$ cat config.mk
export PLATFORM = sky130hd
export DESIGN_NAME = sysref_gen
export DESIGN_NICKNAME = d
export VERILOG_FILES = /design/src/rtl/sysref_gen.sv
export SDC_FILE = /design/constraint.sdc
export NUM_CORES = 1
export LEC_CHECK = 0
export ABC_AREA = 1
export CORE_MARGIN = 2
export CORE_UTILIZATION = 55
export CTS_CLUSTER_DIAMETER = 150
export DETAILED_ROUTE_END_ITERATION = 8
export HOLD_SLACK_MARGIN = 0.15
export PLACE_DENSITY = 0.78
export SLEW_MARGIN = 20
export SYNTH_ARGS = -nofsm -noshare
export SYNTH_HDL_FRONTEND = slang
export SYNTH_SLANG_ARGS = --single-unit
$ cat constraint.sdc
create_clock -name pl_clk -period 3.2 [get_ports pl_clk]
set_input_delay 0.64 -clock pl_clk [delete_from_list [all_inputs] [get_ports pl_clk]]
set_output_delay 0.64 -clock pl_clk [all_outputs]
set_load 0.01 [all_outputs]
$ cat src/rtl/sysref_gen.sv
// sysref_gen: programmable periodic / counted-burst SYSREF pulse generator with optional alignment
//   pl_clk      : PL fabric clock, all logic on rising edge
//   pl_resetn   : asynchronous active-low reset
//   cfg_period  : period P in pl_clk cycles (P >= 2)
//   cfg_high    : high time H in cycles (1 <= H <= P-1)
//   cfg_pulses  : pulse count N, 0 = continuous
//   cfg_align   : wait for a sysref_in rising edge before the first pulse
//   start/stop  : single-cycle requests (stop wins when both are set)
//   sysref_in   : captured board SYSREF, synchronous to pl_clk
//   sysref_out  : registered, glitch-free generated SYSREF
//   busy        : high in WAIT_ALIGN or RUN
//   done        : one-cycle pulse after returning to IDLE
//   cfg_err     : one-cycle pulse on start with an illegal config
//   pulse_cnt   : pulses emitted since the last accepted start, saturating
module sysref_gen #(
   parameter int CNT_W  = 16,
   parameter int PCNT_W = 8
) (
   input  logic              pl_clk,
   input  logic              pl_resetn,
   input  logic [CNT_W-1:0]  cfg_period,
   input  logic [CNT_W-1:0]  cfg_high,
   input  logic [PCNT_W-1:0] cfg_pulses,
   input  logic              cfg_align,
   input  logic              start,
   input  logic              stop,
   input  logic              sysref_in,
   output logic              sysref_out,
   output logic              busy,
   output logic              done,
   output logic              cfg_err,
   output logic [PCNT_W-1:0] pulse_cnt
);
   typedef enum logic [1:0] {IDLE, WAIT_ALIGN, RUN} state_t;
   state_t state, state_nx;
   logic [CNT_W-1:0] cnt, cnt_nx, p_q, h_q;
   logic [PCNT_W-1:0] n_q, pcnt_nx;
   logic sysref_in_d, pend, pend_nx, out_nx, err_nx, load;
   logic legal, rise, high, fall, last;
   assign legal = cfg_period > CNT_W'(1) && cfg_high != '0 && cfg_high < cfg_period;
   assign rise  = sysref_in & ~sysref_in_d;
   assign high  = cnt < h_q;
   assign fall  = cnt == h_q - 1'b1;
   assign last  = cnt == p_q - 1'b1;
   always_ff @(posedge pl_clk or negedge pl_resetn)
      if (!pl_resetn) begin
         state       <= IDLE;
         cnt         <= '0;
         pend        <= 1'b0;
         sysref_in_d <= 1'b0;
         sysref_out  <= 1'b0;
         busy        <= 1'b0;
         done        <= 1'b0;
         cfg_err     <= 1'b0;
         pulse_cnt   <= '0;
         p_q         <= '0;
         h_q         <= '0;
         n_q         <= '0;
      end else begin
         state       <= state_nx;
         cnt         <= cnt_nx;
         pend        <= pend_nx;
         sysref_in_d <= sysref_in;
         sysref_out  <= out_nx;
         busy        <= state_nx != IDLE;
         done        <= state != IDLE && state_nx == IDLE;
         cfg_err     <= err_nx;
         pulse_cnt   <= pcnt_nx;
         if (load) begin
            p_q <= cfg_period;
            h_q <= cfg_high;
            n_q <= cfg_pulses;
         end
      end
   // sysref_out is registered from the next-cycle counter so it is high exactly while cnt < H
   always_comb begin
      state_nx = state;
      cnt_nx   = cnt;
      pend_nx  = pend;
      pcnt_nx  = pulse_cnt;
      out_nx   = 1'b0;
      err_nx   = 1'b0;
      load     = 1'b0;
      case (state)
         IDLE:
            if (start && !stop) begin
               if (legal) begin
                  load     = 1'b1;
                  pcnt_nx  = '0;
                  pend_nx  = 1'b0;
                  cnt_nx   = '0;
                  state_nx = cfg_align ? WAIT_ALIGN : RUN;
                  out_nx   = !cfg_align;
               end else
                  err_nx = 1'b1;
            end
         WAIT_ALIGN:
            if (stop)
               state_nx = IDLE;
            else if (rise) begin
               state_nx = RUN;
               cnt_nx   = '0;
               out_nx   = 1'b1;
            end
         RUN: begin
            if (fall && pulse_cnt != '1)
               pcnt_nx = pulse_cnt + 1'b1;
            cnt_nx  = last ? '0 : cnt + 1'b1;
            // a stop seen while high is held until the pulse's falling edge
            pend_nx = pend | stop;
            if ((fall && (stop || pend)) || (stop && !high) || (last && |n_q && pulse_cnt == n_q))
               state_nx = IDLE;
            else
               out_nx = cnt_nx < h_q;
         end
         default: state_nx = IDLE;
      endcase
   end
endmodule

==> impl_results.md <==
* Minimum clock period at 3060 ps
* Placed Cells incl. Taps at 995
* Hold buffers post-CTS at 0
* Layout cell share with drive strength beyond 1 at 0.0922
* Initial Utilization at 0.560
* CTS Buffer Depth at 2
* Final Hold Fails at 0
* Crit path max fanout at 9
* # nets final at 971
* Via density at 5.49
* First-pass GRT wire length at 25900 um
* Power Dens Cells at 942 nW/um2
* Max-cap violations at 0
* Slew @ Worst Pin at 954 ps
* Setup WS pre-CTS at 80.0 ps
* Post-route clock period utilization at 0.955
* Logic pwr share at 0.589
* Total gr overflow at 0
* Via count at 5575
* Layout Skew at 9.17 ps
* Critical path class: flop to flop
* Core area at 10200 um2
* 1st-pass router iterations at 5
* Chip Height at 106 um
* FMAX at 327 MHz
* Dominant synthesized flop cell: dfrtp_1
* Sw power at 3.17 mW
* Fillers at 939
* Clock power share at 0.129
* Leak at 3.37 nW
* P&R area growth vs syn at 20.4%
* Reg2reg start: p_q[0]
* All-Layer GR Usage at 0.295
* Vias in the first global route at 5471
* Row cnt at 37
* Worst Path Arrival at 3360 ps
* Outcome: completed
* Yosys warns at 0
* Clock Latency Late Sink at 360 ps
* DRT antenna net count at 0
* Port Buffers at 57
* Initial detailed-routing violation count at 375
* Synthesized instance count at 796
* # DRC at 0
* Final std cells w/o fill at 1015
* H-tree levels at 3
* Seq/Total Area, Yosys at 0.316
* Max-slew violation count at 0
* Max_slew headroom at 0.364
* Clk sink count at 72
* Count of cell types in the netlist at 46
* Final Setup Violations at 0
* Startpoint Class: flop
* IO Pins at 58
* CP required at 3500 ps
* Final WS setup at 143 ps
* Die ar. at 11200 um2
* Critical path endpoint category: flop
* #FFs+latches synth at 72
* Largest net degree at the start of global routing at 73
* Final Hold Slack at 483 ps
* DP HPWL at 12400 um
* Int Pwr at 3.31 mW
* Number of enable flip-flop cells after synthesis at 0
* Clk Tree Root Cell: clkbuf_8
* Chip width at 106 um
* Final core occ at 0.675
* Tot Pwr at 6.47 mW
* WL per Instance at 15.5 um
* Switch share at 0.489
* Total Wirelength at 15700 um
* Max VDD drop at 0.427 mV
* Synthesized area at 5710 um2
* Critical R2R Capture: sysref_out
* Min-delay worst type: input pin to asynchronous set/reset pin
* Post-Syn Nets at 892
* Clk pin slew, worst setup/hold paths at 80 ps
* Cells on worst reg2reg path at 23
* Mean Syn Cell Area at 7.17 um2
* TritonCTS clock tree: done
* Antenna violations before repair at 0
* Reg power frac at 0.282
* Total CTS buffers at 9
* R2R setup slack at 140 ps
* RePlAce Congestion at 1.00
* Number of diodes at 0
* FFs w/ async S/R, synth at 1.00
[cell families (layout without fill, tap and decap cells)]
| kind of cell | count (synthesis) | after routing | share of synthesized area |
|---|---|---|---|
| adders and majority gates | 50 | 50 | 0.110 |
| buffers and inverters | 119 | 202 | 0.0809 |
| DFF | 72 | 72 | 0.316 |
| AOI/OAI and AO/OA | 121 | 121 | 0.116 |
| and+or+nand+nor | 384 | 384 | 0.301 |
| xor gates and xnor gates | 50 | 50 | 0.0767 |
[synthesized netlist by cell type (7+ instances only)]
cell type  instances  share of area
nand2_1          198           0.13
inv_1            105          0.069
nor2_1            81          0.053
dfrtp_1           72           0.32
o21ai_0           64          0.056
ha_1              50           0.11
xor2_1            40          0.061
a21oi_1           34          0.030
nand3_1           33          0.029
nand4_1           18          0.020
nor3_1            11         0.0096
xnor2_1           10          0.015
clkbuf_1           7         0.0046
nor2_2             7         0.0077
nor4_1             7         0.0077
[repair_timing]
item                                    CTS  global route
gates resized for setup                   0            18
endpoints found under the setup margin    0             1
setup buffers                             0             5
[power by group through the flow]
| stage | Clock [mW] | Combinational, mW | Sequential (mW) |
|---|---|---|---|
| floorplan | 0 | 2.68 | 1.71 |
| global placement | 0 | 3.54 | 1.81 |
| detailed placement | 0 | 3.65 | 1.83 |
| CTS | 0.852 | 3.67 | 1.81 |
| global route | 0.889 | 4.33 | 1.88 |
| finish | 0.835 | 3.82 | 1.82 |
[metrics by stage]
| stage | instance area (um2) | TNS (ps) |
|---|---|---|
| after global placement | 6530 | 0 |
| after detailed placement | 6530 | 0 |
| after global routing | 6870 | -48.1 |
| after CTS | 6750 | 0 |
| final | 6870 | 0 |
| after floorplan | 5710 | 0 |
[metal layers]
metal  part of all wire  up-vias  global-route usage
met5                  0        -                   0
met4              0.037        0               0.133
met3              0.060       45              0.0550
met2               0.49      204               0.507
met1               0.41     2568               0.359
li1                   -     2758                   -
[area by class of cell]
class,count,area (um2),area share
clock buffer,12,155,0.0226
multi-input combinational,605,3510,0.510
tap,136,170,0.0248
clock inverter,3,65.1,0.00947
inverter,107,405,0.0590
sequential,72,1810,0.263
timing repair buffer,80,763,0.111
[worst max-delay path: stages, from the launching register on]
cell and delay, ps:
dfrtp_1 400, inv_1 90, ha_1 260, nand2_1 130
nor2_2 160, nand3_1 100, nand2_1 70, nand2_1 40
inv_1 60, nor2_1 40, nand2_1 50, nor2_1 40
nand2_1 140, clkinvlp_4 160, buf_12 160, nor3_4 190
ha_1 270, nand2_1 70, inv_1 30, o21ai_0 150
o211ai_1 110, nor2_1 140, nand2_1 70, nand2_1 60
[state kept, by name, summed over array words and instances, names as in the netlist]
signal and count:
cnt 16, h_q 16, p_q 16, n_q 8, pulse_cnt 8, state 2
busy 1, cfg_err 1, done 1, pend 1, sysref_in_d 1, sysref_out 1
[cell usage in the layout, fill, tap and decap left out, types with 32 or more instances in the layout]
cell,instances
ha_1,50
nor2_1,76
clkdlybuf4s50_1,56
o21ai_0,64
a21oi_1,34
xor2_1,40
dfrtp_1,69
nand2_1,198
inv_1,104
nand3_1,32
[worst max-delay path by stage]
stage             startpoint         end  slack (ps)  depth (start not counted)
2_1_floorplan         p_q[0]  sysref_out         380                         21
3_3_place_gp   cfg_period[5]      p_q[1]         140                         12
3_5_place_dp          p_q[0]  sysref_out          80                         20
4_1_cts               p_q[0]  sysref_out          60                         20
5_1_grt               p_q[0]  sysref_out         -50                         23
6_report              p_q[0]  sysref_out         140                         23
Power figures use the tool's default switching activity.
